`src/rtl/cphy_lp_pkg.sv`:
```
// rtl/cphy_lp_pkg.sv - shared C-PHY LP line-state codes, sequencer states and op encodings.
package cphy_lp_pkg;

    localparam logic [1:0] CTRL_STOP   = 2'b00;
    localparam logic [1:0] CTRL_RQST   = 2'b01;
    localparam logic [1:0] CTRL_BRIDGE = 2'b10;
    localparam logic [1:0] CTRL_LPRQST = 2'b11;

    typedef enum logic [3:0] {
        ST_STOP       = 4'd0,
        ST_HS_RQST    = 4'd1,
        ST_HS_PREP    = 4'd2,
        ST_HS_ACTIVE  = 4'd3,
        ST_HS_EXIT    = 4'd4,
        ST_LP_RQST    = 4'd5,
        ST_LP_YIELD   = 4'd6,
        ST_ESC_RQST   = 4'd7,
        ST_ESC_GO     = 4'd8,
        ST_ESC_ACTIVE = 4'd9,
        ST_ESC_EXIT   = 4'd10,
        ST_TA_RQST    = 4'd11,
        ST_TA_GO      = 4'd12,
        ST_TA_RX      = 4'd13
    } lp_state_t;

    typedef enum logic [1:0] {
        OP_NONE = 2'd0,
        OP_HS   = 2'd1,
        OP_ESC  = 2'd2,
        OP_TA   = 2'd3
    } lp_op_t;

endpackage

```
`src/rtl/lp_state_timer.sv`:
```
// rtl/lp_state_timer.sv - loadable down-counter that saturates at zero, with zero flag.
module lp_state_timer #(
    parameter int               CNT_W   = 8,
    parameter logic [CNT_W-1:0] RST_VAL = '0
) (
    input  logic             clk,
    input  logic             rst,
    input  logic             load,
    input  logic [CNT_W-1:0] load_val,
    output logic             zero
);

    logic [CNT_W-1:0] count;

    always_ff @(posedge clk or posedge rst) begin
        if (rst) begin
            count <= RST_VAL;
        end else if (load) begin
            count <= load_val;
        end else if (count != '0) begin
            count <= count - CNT_W'(1);
        end
    end

    assign zero = (count == '0);

endmodule

```
`src/rtl/tx_lp_sequencer.sv`:
```
// rtl/tx_lp_sequencer.sv - C-PHY lane LP-state sequencer for HS entry/exit, escape and turnaround.
module tx_lp_sequencer #(
    parameter int TLPX_CYC     = 4,
    parameter int THS_PREP_CYC = 6,
    parameter int THS_EXIT_CYC = 8,
    parameter int TA_GO_CYC    = 16,
    parameter int CNT_W        = 8
) (
    input  logic       Clk,
    input  logic       Rst,
    input  logic       TxRequestHS,
    input  logic       TxRequestEsc,
    input  logic       TxTurnRequest,
    input  logic       RxTurnBack,
    output logic [1:0] TxCtrlOut,
    output logic       TxReadyHS,
    output logic       TxEscActive,
    output logic       TxDirRx,
    output logic       TxTurnDone,
    output logic       Stopstate
);
    import cphy_lp_pkg::*;

    localparam logic [CNT_W-1:0] TLPX_LD     = CNT_W'(TLPX_CYC - 1);
    localparam logic [CNT_W-1:0] THS_PREP_LD = CNT_W'(THS_PREP_CYC - 1);
    localparam logic [CNT_W-1:0] THS_EXIT_LD = CNT_W'(THS_EXIT_CYC - 1);
    localparam logic [CNT_W-1:0] TA_GO_LD    = CNT_W'(TA_GO_CYC - 1);

    lp_state_t        state, state_next;
    lp_op_t           op, op_next;
    logic             ta_armed;
    logic             turn_first;
    logic             tmr_load;
    logic [CNT_W-1:0] tmr_val;
    logic             tmr_zero;

    lp_state_timer #(
        .CNT_W   (CNT_W),
        .RST_VAL (TLPX_LD)
    ) u_timer (
        .clk      (Clk),
        .rst      (Rst),
        .load     (tmr_load),
        .load_val (tmr_val),
        .zero     (tmr_zero)
    );

    always_ff @(posedge Clk or posedge Rst) begin
        if (Rst) begin
            state      <= ST_STOP;
            op         <= OP_NONE;
            ta_armed   <= 1'b1;
            turn_first <= 1'b0;
        end else begin
            state      <= state_next;
            op         <= op_next;
            turn_first <= (state == ST_TA_GO) && (state_next == ST_TA_RX);
            // A held TxTurnRequest must be seen low in STOP before it can start another turnaround.
            if (state == ST_STOP && state_next != ST_STOP && op_next == OP_TA) begin
                ta_armed <= 1'b0;
            end else if (state == ST_STOP && !TxTurnRequest) begin
                ta_armed <= 1'b1;
            end
        end
    end

    always_comb begin
        state_next = state;
        op_next    = op;
        case (state)
            ST_STOP: begin
                if (tmr_zero) begin
                    if (TxRequestHS) begin
                        state_next = ST_HS_RQST;
                        op_next    = OP_HS;
                    end else if (TxRequestEsc) begin
                        state_next = ST_LP_RQST;
                        op_next    = OP_ESC;
                    end else if (TxTurnRequest && ta_armed) begin
                        state_next = ST_LP_RQST;
                        op_next    = OP_TA;
                    end
                end
            end
            ST_HS_RQST:    if (tmr_zero)      state_next = ST_HS_PREP;
            ST_HS_PREP:    if (tmr_zero)      state_next = ST_HS_ACTIVE;
            ST_HS_ACTIVE:  if (!TxRequestHS)  state_next = ST_HS_EXIT;
            ST_HS_EXIT:    if (tmr_zero)      state_next = ST_STOP;
            ST_LP_RQST:    if (tmr_zero)      state_next = ST_LP_YIELD;
            ST_LP_YIELD:   if (tmr_zero)      state_next = (op == OP_TA) ? ST_TA_RQST : ST_ESC_RQST;
            ST_ESC_RQST:   if (tmr_zero)      state_next = ST_ESC_GO;
            ST_ESC_GO:     if (tmr_zero)      state_next = ST_ESC_ACTIVE;
            ST_ESC_ACTIVE: if (!TxRequestEsc) state_next = ST_ESC_EXIT;
            ST_ESC_EXIT:   if (tmr_zero)      state_next = ST_STOP;
            ST_TA_RQST:    if (tmr_zero)      state_next = ST_TA_GO;
            ST_TA_GO:      if (tmr_zero)      state_next = ST_TA_RX;
            ST_TA_RX:      if (RxTurnBack)    state_next = ST_STOP;
            default:                          state_next = ST_STOP;
        endcase
    end

    // Every transition reloads the timer; untimed states simply ignore it.
    always_comb begin
        tmr_load = (state_next != state);
        case (state_next)
            ST_HS_PREP: tmr_val = THS_PREP_LD;
            ST_HS_EXIT: tmr_val = THS_EXIT_LD;
            ST_TA_GO:   tmr_val = TA_GO_LD;
            default:    tmr_val = TLPX_LD;
        endcase
    end

    always_comb begin
        case (state)
            ST_STOP, ST_TA_RX:                    TxCtrlOut = CTRL_STOP;
            ST_HS_RQST, ST_ESC_RQST:              TxCtrlOut = CTRL_RQST;
            ST_LP_RQST, ST_ESC_EXIT, ST_TA_RQST:  TxCtrlOut = CTRL_LPRQST;
            default:                              TxCtrlOut = CTRL_BRIDGE;
        endcase
    end

    assign TxReadyHS   = (state == ST_HS_ACTIVE);
    assign TxEscActive = (state == ST_ESC_ACTIVE);
    assign TxDirRx     = (state == ST_TA_RX);
    assign Stopstate   = (state == ST_STOP);
    assign TxTurnDone  = turn_first;

endmodule
```
`config.mk`:
```
export PLATFORM = sky130hd
export DESIGN_NAME = tx_lp_sequencer
export DESIGN_NICKNAME = d
export VERILOG_FILES = /design/src/rtl/cphy_lp_pkg.sv /design/src/rtl/lp_state_timer.sv /design/src/rtl/tx_lp_sequencer.sv
export SDC_FILE = /design/constraint.sdc
export NUM_CORES = 1
export LEC_CHECK = 0
export CORE_AREA = 2 2 51 53
export DETAILED_ROUTE_END_ITERATION = 6
export DIE_AREA = 0 0 53 55
export PLACE_DENSITY_LB_ADDON = 0.12
export SLEW_MARGIN = 20
export SYNTH_ARGS = -nofsm -noshare
export SYNTH_HDL_FRONTEND = slang
export SYNTH_SLANG_ARGS = --single-unit
```
`constraint.sdc`:
```
create_clock -name Clk -period 3.47 [get_ports Clk]
set_clock_uncertainty 0.2 [all_clocks]
set_input_delay 0.694 -clock Clk [delete_from_list [all_inputs] [get_ports Clk]]
set_output_delay 0.694 -clock Clk [all_outputs]
set_load 0.1 [all_outputs]
```
==> run metrics, run 1 <==
status=complete, no violations; number of global-route vias before repair=942; PD cells=985.7 nW/um^2; Fmax=0.3629 GHz; CP arrival=2.78 ns; Post-synth top cells=nor2_1 (14), a21oi_1 (13), dfrtp_1 (13); syn_nets=144; GRT Total Usage=0.2079; Core Area=2365 um^2; post-cts resize count=0; Setup Buffers After CTS=0; CTS tree=yes; Syn Area/Cell=8.959 um^2; Yosys cell types=51; DRT antenna net count=0; cts bufs inserted=3; top cells by area, synth=dfrtp_1 (27%), dfstp_2 (6.4%), a21oi_1 (5.3%); Synth area leader=dfrtp_1; final setup fails=0; ys flop type=dfrtp_1; Min Hold Slack=0.3452 ns; WL/cell=15.36 um; post-synth top area share=0.2650; Clock Sinks=16; number of remaining DRC errors=0; Pleak=0.5821 nW; die width=53 um; #FFs+latches synth=16; fin crit period=2.755 ns; Die ar.=2915 um^2; dpl hpwl=1986 um; storage element area=404.1 um^2; I/O Pins=13; row count=18; worst relative slew slack=0.5880; Post-Syn Area=1227 um^2; Area Overhead vs Synth=10.50%; Root Buffer Master=clkbuf_4; Die Ht=55 um; Post-synth EDFFs=0; worst setup path class=reg -> reg; RD Place Congestion=0.8847; Clock Path Buffers=2; initial antenna violation count=0; final hold violations=0; clk slew on worst S/H paths=0.10 ns; period utilization=0.7940; number of max-cap violations=0; Starting DRT DRC Count=40; FILL cells=208; Max IR drop VDD=610.8 uV; largest net degree at the start of global routing=17; htree depth=1; most frequent cell after synthesis=nor2_1; placed cells=173; vias per std cell=6.136; area of the multi-input gates=738.2 um^2; routed via count=1086; yosys synthesis warning count=0; drt first pass iters=4; part of the Yosys area used for sequential elements=0.3293; hold_buf cts=0; total inserted antenna cells=0; Clk Latency, worst-skew pair=0.29 ns; Starting Density=0.5190; type of origin of the critical path=register; Worst Tran Pin Value=0.6174 ns; Async SR Flop Fraction=1.000; GRT overflow=0; Mapped Cells=137; Reg2Reg Setup Slack=0.71 ns; Max Slew Vio Count=0; # port buffers=12; RSZ-0062 raised after global routing=false; Crit Path Max Fanout=12; first-pass GRT wire length=4374 um; Total Routed Length=2718 um; setup_tns=0 ns; Post-Layout Cell Count=177; nets=155; share of layout cells above drive strength 1=0.2109; Setup crit end kind=register; worst hold path type=reg -> reg; CP required=3.49 ns
## state kept, by name, summed over array words and instances, names as in the netlist
name	count
ta_armed	1
u_timer.count	8
op	2
state	4
TxTurnDone	1
## critical path, stage by stage, from the launching register on
cell      delay [ns]
dfstp_2         0.57
inv_1           0.05
ha_1            0.23
nor3b_2         0.20
and2_4          0.23
a32oi_1         0.26
o221ai_1        0.19
or2_1           0.35
or3_1           0.40
## final cells by class
class	count	share of cell area
sequential	16	0.2980
multi-input combinational	105	0.5443
clock buffer	4	0.02675
timing repair buffer	12	0.07565
inverter	10	0.02768
tap	30	0.02768
## placed cells by master (no fill, tap or decap), types with 4 or more instances in the layout
cell,count
buf_4,7
a21oi_1,13
nor2_1,13
nor3_1,4
nand2_1,9
a21o_1,5
dfrtp_1,13
clkdlybuf4s50_1,5
inv_1,10
## worst paths after layout
| path | from | end | cells after the start |
|---|---|---|---|
| hold reg to reg | ta_armed$_DFFE_PP1P_ | ta_armed$_DFFE_PP1P_ | 1 |
| min in group asynchronous | Rst | u_timer.count[2]$_DFFE_PP0P_ | 2 |
| max in group asynchronous | Rst | TxTurnDone$_DFF_PP0_ | 2 |
| hold / removal | ta_armed$_DFFE_PP1P_ | ta_armed$_DFFE_PP1P_ | 1 |
| setup reg to reg | u_timer.count[0]$_DFFE_PP1P_ | u_timer.count[0]$_DFFE_PP1P_ | 8 |
| setup / recovery | u_timer.count[0]$_DFFE_PP1P_ | u_timer.count[0]$_DFFE_PP1P_ | 8 |
## per-layer routing
layer | global-route usage | wire length [um]
met1 | 0.2968 | 1292
met2 | 0.3125 | 1237
met3 | 0.03226 | 159
met4 | 0.08974 | 29
met5 | 0 | 0
## cell families (layout without fill, tap and decap cells)
group,count (synthesis),after routing,share of synthesized area
DFF,16,16,0.3293
xor gates and xnor gates,5,5,0.03568
adders and majority gates,1,1,0.01019
and+or+nand+nor,54,54,0.2661
AOI/OAI and AO/OA,42,42,0.2538
buffers and inverters,16,26,0.07951
muxes,3,3,0.02548
## metrics by stage
step           utilization  power, mW  instance area [um^2]  setup slack [ns]
3_3_place_gp        0.5582      1.202                  1320            0.4932
2_1_floorplan            -      1.079                  1240            0.1795
6_report            0.5735      1.337                  1356            0.7146
4_1_cts             0.5735      1.337                  1356            0.7310
5_1_grt             0.5735      1.425                  1356            0.5895
3_5_place_dp        0.5582      1.206                  1320            0.5671
## power breakdown
group | switching [mW] | internal, mW
clock | 0.0633 | 0.0639
combinational | 0.516 | 0.284
sequential | 0.134 | 0.276
total | 0.713 | 0.624
Note: power is estimated with default switching activity, not from simulation.
==> inputs of run 2 (changes only) <==
- clock period: 3.47 -> 2.6 ns (I/O delays scaled with it)
==> run 2 against run 1 <==
Against the previous run:
- largest power group unchanged
- sequential cell count unchanged
- critical endpoint is now ta_armed$_DFFE_PP1P_
- largest cell class unchanged
- global-route usage is 2.3 points higher
- maximum frequency up 8.1%
- sequential power up 25%
- register-to-register slack worse by 0.66 ns
- routed wire length is 20% higher
==> run metrics, run 2 (synthesis results as in run 1) <==
Crit. path cell count=10 (+2); Crit Path Max Fanout=5 (-7); register share of total power=0.241 (-0.065); dpl hpwl=2297 um (+16%); CTS tree=yes; Clock Sinks=16 (unchanged); htree depth=1 (unchanged); critical path startpoint=u_timer.count[0]$_DFFE_PP1P_; Clock Path Buffers=2 (unchanged); setup_tns=0 ns (unchanged); FILL cells=195 (-6.3%); r2r startpoint=u_timer.count[0]$_DFFE_PP1P_; status=complete, no violations; largest net degree at the start of global routing=17 (unchanged); area of the multi-input gates=805.8 um^2 (+9.2%); fin crit period=2.550 ns (-0.2053 ns); CP required=2.63 ns (-0.86 ns); Pint=1.050 mW (+68%); Combinational Power Share=0.677 (+0.078); placed cells=186 (+7.5%); GRT overflow=0 (unchanged); commonest non-fill, non-tap cells in the layout=buf_4 (16), dfrtp_1 (13), nor2_1 (13); PD cells=1321 nW/um^2 (+34%); row count=18 (unchanged); nets=170 (+9.7%); Post-Layout Cell Count=192 (+8.5%); final hold violations=0 (unchanged); critical path's most frequent cell=buf_4; worst setup path class=reg -> reg; initial antenna violation count=0 (unchanged); type of origin of the critical path=register; Max IR drop VDD=1678 uV (+170%); number of remaining DRC errors=0 (unchanged); routed via count=1217 (+12%); clk slew on worst S/H paths=0.11 ns (about the same); hold_buf cts=0 (unchanged); share of layout cells above drive strength 1=0.3272 (+0.1163); most flop-heavy register=u_timer.count; cts bufs inserted=3 (unchanged); Die Ht=55 um (unchanged); flip-flop count of the largest register after layout=8 (unchanged); GRT Total Usage=0.2305 (+0.02263); critical path's largest stage delay=0.56 ns (about the same); Die ar.=2915 um^2 (unchanged); Pleak=0.6856 nW (+18%); Worst Tran Pin Value=0.6192 ns (+0.001802 ns); Max Slew Vio Count=0 (unchanged); # port buffers=12 (unchanged); RD Place Congestion=0.9193 (+3.9%); worst hold path type=reg -> reg; P_sw=1.078 mW (+51%); Worst R2R End=ta_armed$_DFFE_PP1P_; commonest non-fill, non-tap cell in the layout=buf_4; Largest regs=u_timer.count x8, state x4, op x2; WL/cell=16.98 um (+11%); total inserted antenna cells=0 (unchanged); Area Overhead vs Synth=31.29%; worst relative slew slack=0.5868 (-0.001203); number of max-cap violations=0 (unchanged); CP delay by family, top=compound AO/OA/AOI/OAI gates; crit path max-delay cell type=dfstp_2; number of global-route vias before repair=1050 (+11%); Fmax=0.3921 GHz (+8.1%); Starting DRT DRC Count=51 (+28%); Clk Latency, worst-skew pair=0.30 ns (about the same); Root Buffer Master=clkbuf_4; vias per std cell=6.339 (+3.3%); Setup crit end kind=register; Total Routed Length=3260 um (+20%); Core Area=2365 um^2 (unchanged); CP bufs+invs=3 (+2); final setup fails=0 (unchanged); first-pass GRT wire length=4947 um (+13%); Starting Density=0.5190 (unchanged); R2R depth=10 (+2); Reg2Reg Setup Slack=0.05 ns (-0.66 ns); critical-path cell list=inv_1 -> ha_1 -> nor3b_2 -> and2_4 -> buf_4 -> a211o_4 -> nand3_2 -> buf_4 -> nor3_1 -> o32a_1; drt first pass iters=4 (unchanged); die width=53 um (unchanged); crit path to=ta_armed$_DFFE_PP1P_; clock power share=0.082 (-0.013); DRT antenna net count=0 (unchanged); I/O Pins=13 (unchanged); storage element area=404.1 um^2 (unchanged); period utilization=0.9808 (+0.1867); switching share of power=0.5064 (-0.02695); CP arrival=2.58 ns (-0.20 ns)
## run 2: changes by cell type in the layout (fill, tap and decap cells not counted), sizes merged
cell,previous run,this run
buf,7,22
## run 2: layer usage
layer,global-route usage,wire length (um),vias up
li1,-,-,557
met1,0.3317,1350,577
met2,0.3667,1577,75
met3,0.04032,288,8
met4,0.04274,44,0
met5,0,0,-
## run 2: final cells by class
cell class,count,area share
Multi-Input combinational cell,105,0.5000
Timing Repair Buffer,27,0.1801
Inverter,10,0.02329
Clock buffer,4,0.02252
Sequential cell,16,0.2508
Tap cell,30,0.02329
## run 2: repair_timing
action                                  CTS  global route
endpoints found under the setup margin    0             7
setup buffers                             0             2
gates resized for setup                   0             9
## run 2: worst min-delay path by stage
stage,cells after the start,end,start,slack [ns]
6_report,1,ta_armed$_DFFE_PP1P_,ta_armed$_DFFE_PP1P_,0.36
5_1_grt,1,ta_armed$_DFFE_PP1P_,ta_armed$_DFFE_PP1P_,0.37
4_1_cts,1,ta_armed$_DFFE_PP1P_,ta_armed$_DFFE_PP1P_,0.36
3_5_place_dp,1,op[0]$_DFF_PP0_,op[0]$_DFF_PP0_,0.34
3_3_place_gp,1,ta_armed$_DFFE_PP1P_,ta_armed$_DFFE_PP1P_,0.33
2_1_floorplan,1,TxTurnDone$_DFF_PP0_,Rst,0.23
## run 2: worst register-to-register path: stages, from the launching register on
cell,delay (ns)
dfstp_2,0.56
inv_1,0.05
ha_1,0.20
nor3b_2,0.17
and2_4,0.19
buf_4,0.16
a211o_4,0.33
nand3_2,0.12
buf_4,0.16
nor3_1,0.05
o32a_1,0.29
## run 2: metrics by stage
step / hold WS (ns) / power [mW] / setup WS (ns) / instance area, um^2 / utilization
3_3_place_gp: 0.3319 / 1.837 / 0.01239 / 1514 / 0.6402
4_1_cts: 0.3561 / 2.037 / 0.03507 / 1550 / 0.6556
2_1_floorplan: 0.2316 / 1.464 / -0.01037 / 1261 / -
3_5_place_dp: 0.3375 / 1.855 / -0.0001212 / 1514 / 0.6402
5_1_grt: 0.3669 / 2.263 / -0.01581 / 1612 / 0.6815
6_report: 0.3552 / 2.128 / 0.04993 / 1612 / 0.6815
## run 2: power groups by stage
stage / Clock [mW] / Combinational (mW) / Sequential (mW)
2_1_floorplan: 0 / 0.997 / 0.467
3_3_place_gp: 0 / 1.33 / 0.509
3_5_place_dp: 0 / 1.34 / 0.513
4_1_cts: 0.178 / 1.35 / 0.509
5_1_grt: 0.193 / 1.55 / 0.524
6_report: 0.175 / 1.44 / 0.512
==> inputs of run 3 (changes only) <==
- DONT_BUFFER_PORTS: default -> 1
==> run 3 against run 2 <==
Against the previous run:
- the flow now finishes with violations (hold timing)
- die area unchanged
- sequential cell count unchanged
- sequential power fell by 1%
==> run metrics, run 3 (synthesis results as in run 1) <==
status=complete, but fails checks; violated checks=hold timing; initial antenna violation count=0 (unchanged); Die Ht=55 um (unchanged); die width=53 um (unchanged); Starting DRT DRC Count=43 (-16%); fin crit period=2.534 ns (-0.01627 ns); commonest non-fill, non-tap cells in the layout=buf_4 (14), dfrtp_1 (13), nor2_1 (13); CP arrival=2.52 ns (-0.06 ns); dpl hpwl=2205 um (-4.0%); RD Place Congestion=0.9778 (+6.4%); row count=18 (unchanged); number of remaining DRC errors=0 (unchanged); routed via count=1122 (-7.8%); Worst Tran Pin Value=0.6344 ns (+0.01524 ns); # port buffers=0 (-12); CP required=2.59 ns (-0.04 ns); nets=159 (-6.5%); clk slew on worst S/H paths=0.10 ns (about the same); switching share of power=0.5176 (+0.01124); most flop-heavy register=u_timer.count; Core Area=2365 um^2 (unchanged); type of origin of the critical path=register; Starting Density=0.5190 (unchanged); DRT antenna net count=0 (unchanged); r2r startpoint=u_timer.count[0]$_DFFE_PP1P_; final setup fails=0 (unchanged); Clk Latency, worst-skew pair=0.28 ns (-0.02 ns); Max IR drop VDD=1192 uV (-29%); Total Routed Length=3017 um (-7.5%); Min Hold Slack=-0.006711 ns (-0.3619 ns); Area Overhead vs Synth=18.25%; number of global-route vias before repair=1026 (-2.3%); WL/cell=16.67 um (-1.8%); P_sw=1.038 mW (-3.7%); htree depth=1 (unchanged); area of the multi-input gates=800.8 um^2 (-0.62%); total inserted antenna cells=0 (unchanged); first-pass GRT wire length=4795 um (-3.1%); storage element area=404.1 um^2 (unchanged); Fmax=0.3947 GHz (+0.64%); register share of total power=0.253 (+0.012); placed cells=176 (-5.4%); Pleak=0.6194 nW (-9.7%); Max Slew Vio Count=0 (unchanged); Die ar.=2915 um^2 (unchanged); GRT overflow=0 (unchanged); commonest non-fill, non-tap cell in the layout=buf_4; Area after DPL=1376 um^2 (-9.1%); Clock Path Buffers=2 (unchanged); Largest regs=u_timer.count x8, state x4, op x2; R2R depth=9 (-1); number of max-cap violations=0 (unchanged); FILL cells=212 (+8.7%); period utilization=0.9745 (-0.006258); Pint=0.9668 mW (-8.0%); flip-flop count of the largest register after layout=8 (unchanged); worst setup path class=reg -> reg; cts bufs inserted=3 (unchanged); setup_tns=0 ns (unchanged); PD cells=1381 nW/um^2 (+4.6%); Crit Path Max Fanout=9 (+4); vias per std cell=6.199 (-2.2%); Setup crit end kind=register; final instance area=1451 um^2 (-9.9%); Post-Layout Cell Count=181 (-5.7%); Combinational Power Share=0.677 (about the same); final core occ=0.6138 (-0.06772); critical path startpoint=u_timer.count[0]$_DFFE_PP1P_; worst relative slew slack=0.5766 (-0.01017); clock power share=0.070 (-0.012); Clock Sinks=16 (unchanged); I/O Pins=13 (unchanged); final hold violations=13 (+13); drt first pass iters=4 (unchanged); share of layout cells above drive strength 1=0.2980 (-0.02915); CTS tree=yes; Root Buffer Master=clkbuf_4; worst hold path type=in -> async; hold_buf cts=0 (unchanged); GRT Total Usage=0.2284 (-0.002097); largest net degree at the start of global routing=17 (unchanged)
-- run 3: cell count changes in the layout (fill, tap and decap cells not counted), sizes merged --
| cell | before | now |
|---|---|---|
| clkdlybuf4s50 | 5 | 0 |
| buf | 22 | 16 |
-- run 3: power groups by stage --
| stage | sequential (mW) | clock [mW] | combinational, mW |
|---|---|---|---|
| finish | 0.507 | 0.139 | 1.36 |
| detailed placement | 0.508 | 0 | 1.28 |
| global placement | 0.507 | 0 | 1.27 |
| global route | 0.524 | 0.152 | 1.46 |
| floorplan | 0.467 | 0 | 0.997 |
| CTS | 0.504 | 0.144 | 1.29 |
-- run 3: final cells by class --
class,count,area share
Sequential cell,16,0.2784
Tap cell,30,0.02586
Multi-Input combinational cell,105,0.5517
Inverter,10,0.02586
Clock buffer,4,0.01810
Timing Repair Buffer,16,0.1000
-- run 3: repair_timing --
item                                    CTS  global route
setup buffers                             0             1
gates resized for setup                   0             8
endpoints found under the setup margin    0             4
-- run 3: metrics by stage --
| stage | power (mW) | setup slack [ns] |
|---|---|---|
| after floorplan | 1.464 | -0.01037 |
| after global placement | 1.774 | 0.07789 |
| after detailed placement | 1.787 | 0.04114 |
| final | 2.004 | 0.06620 |
| after CTS | 1.933 | 0.03152 |
| after global routing | 2.138 | -0.03041 |
-- run 3: final timing paths --
| check | end | slack (ns) |
|---|---|---|
| max | u_timer.count[2]$_DFFE_PP0P_ | 0.07 |
| min | state[0]$_DFF_PP0_ | -0.007 |
| max reg2reg | u_timer.count[2]$_DFFE_PP0P_ | 0.07 |
| min reg2reg | ta_armed$_DFFE_PP1P_ | 0.35 |
| max in group asynchronous | u_timer.count[5]$_DFFE_PP0P_ | 1.80 |
| min in group Clk | op[1]$_DFF_PP0_ | 0.10 |
-- run 3: worst max-delay path, cell delays in order, from the launching register on --
cell and delay (ns):
dfstp_2 0.56, inv_1 0.05, ha_1 0.20, nor3b_2 0.16, and2_4 0.21, buf_4 0.16
a21o_1 0.19, nand4b_4 0.21, mux2_2 0.28, o32ai_1 0.22
-- run 3: routing by layer --
layer / part of all wire / GRT usage
met1: 0.46 / 0.3401
met2: 0.47 / 0.3417
met3: 0.050 / 0.03226
met4: 0.020 / 0.07265
met5: 0 / 0
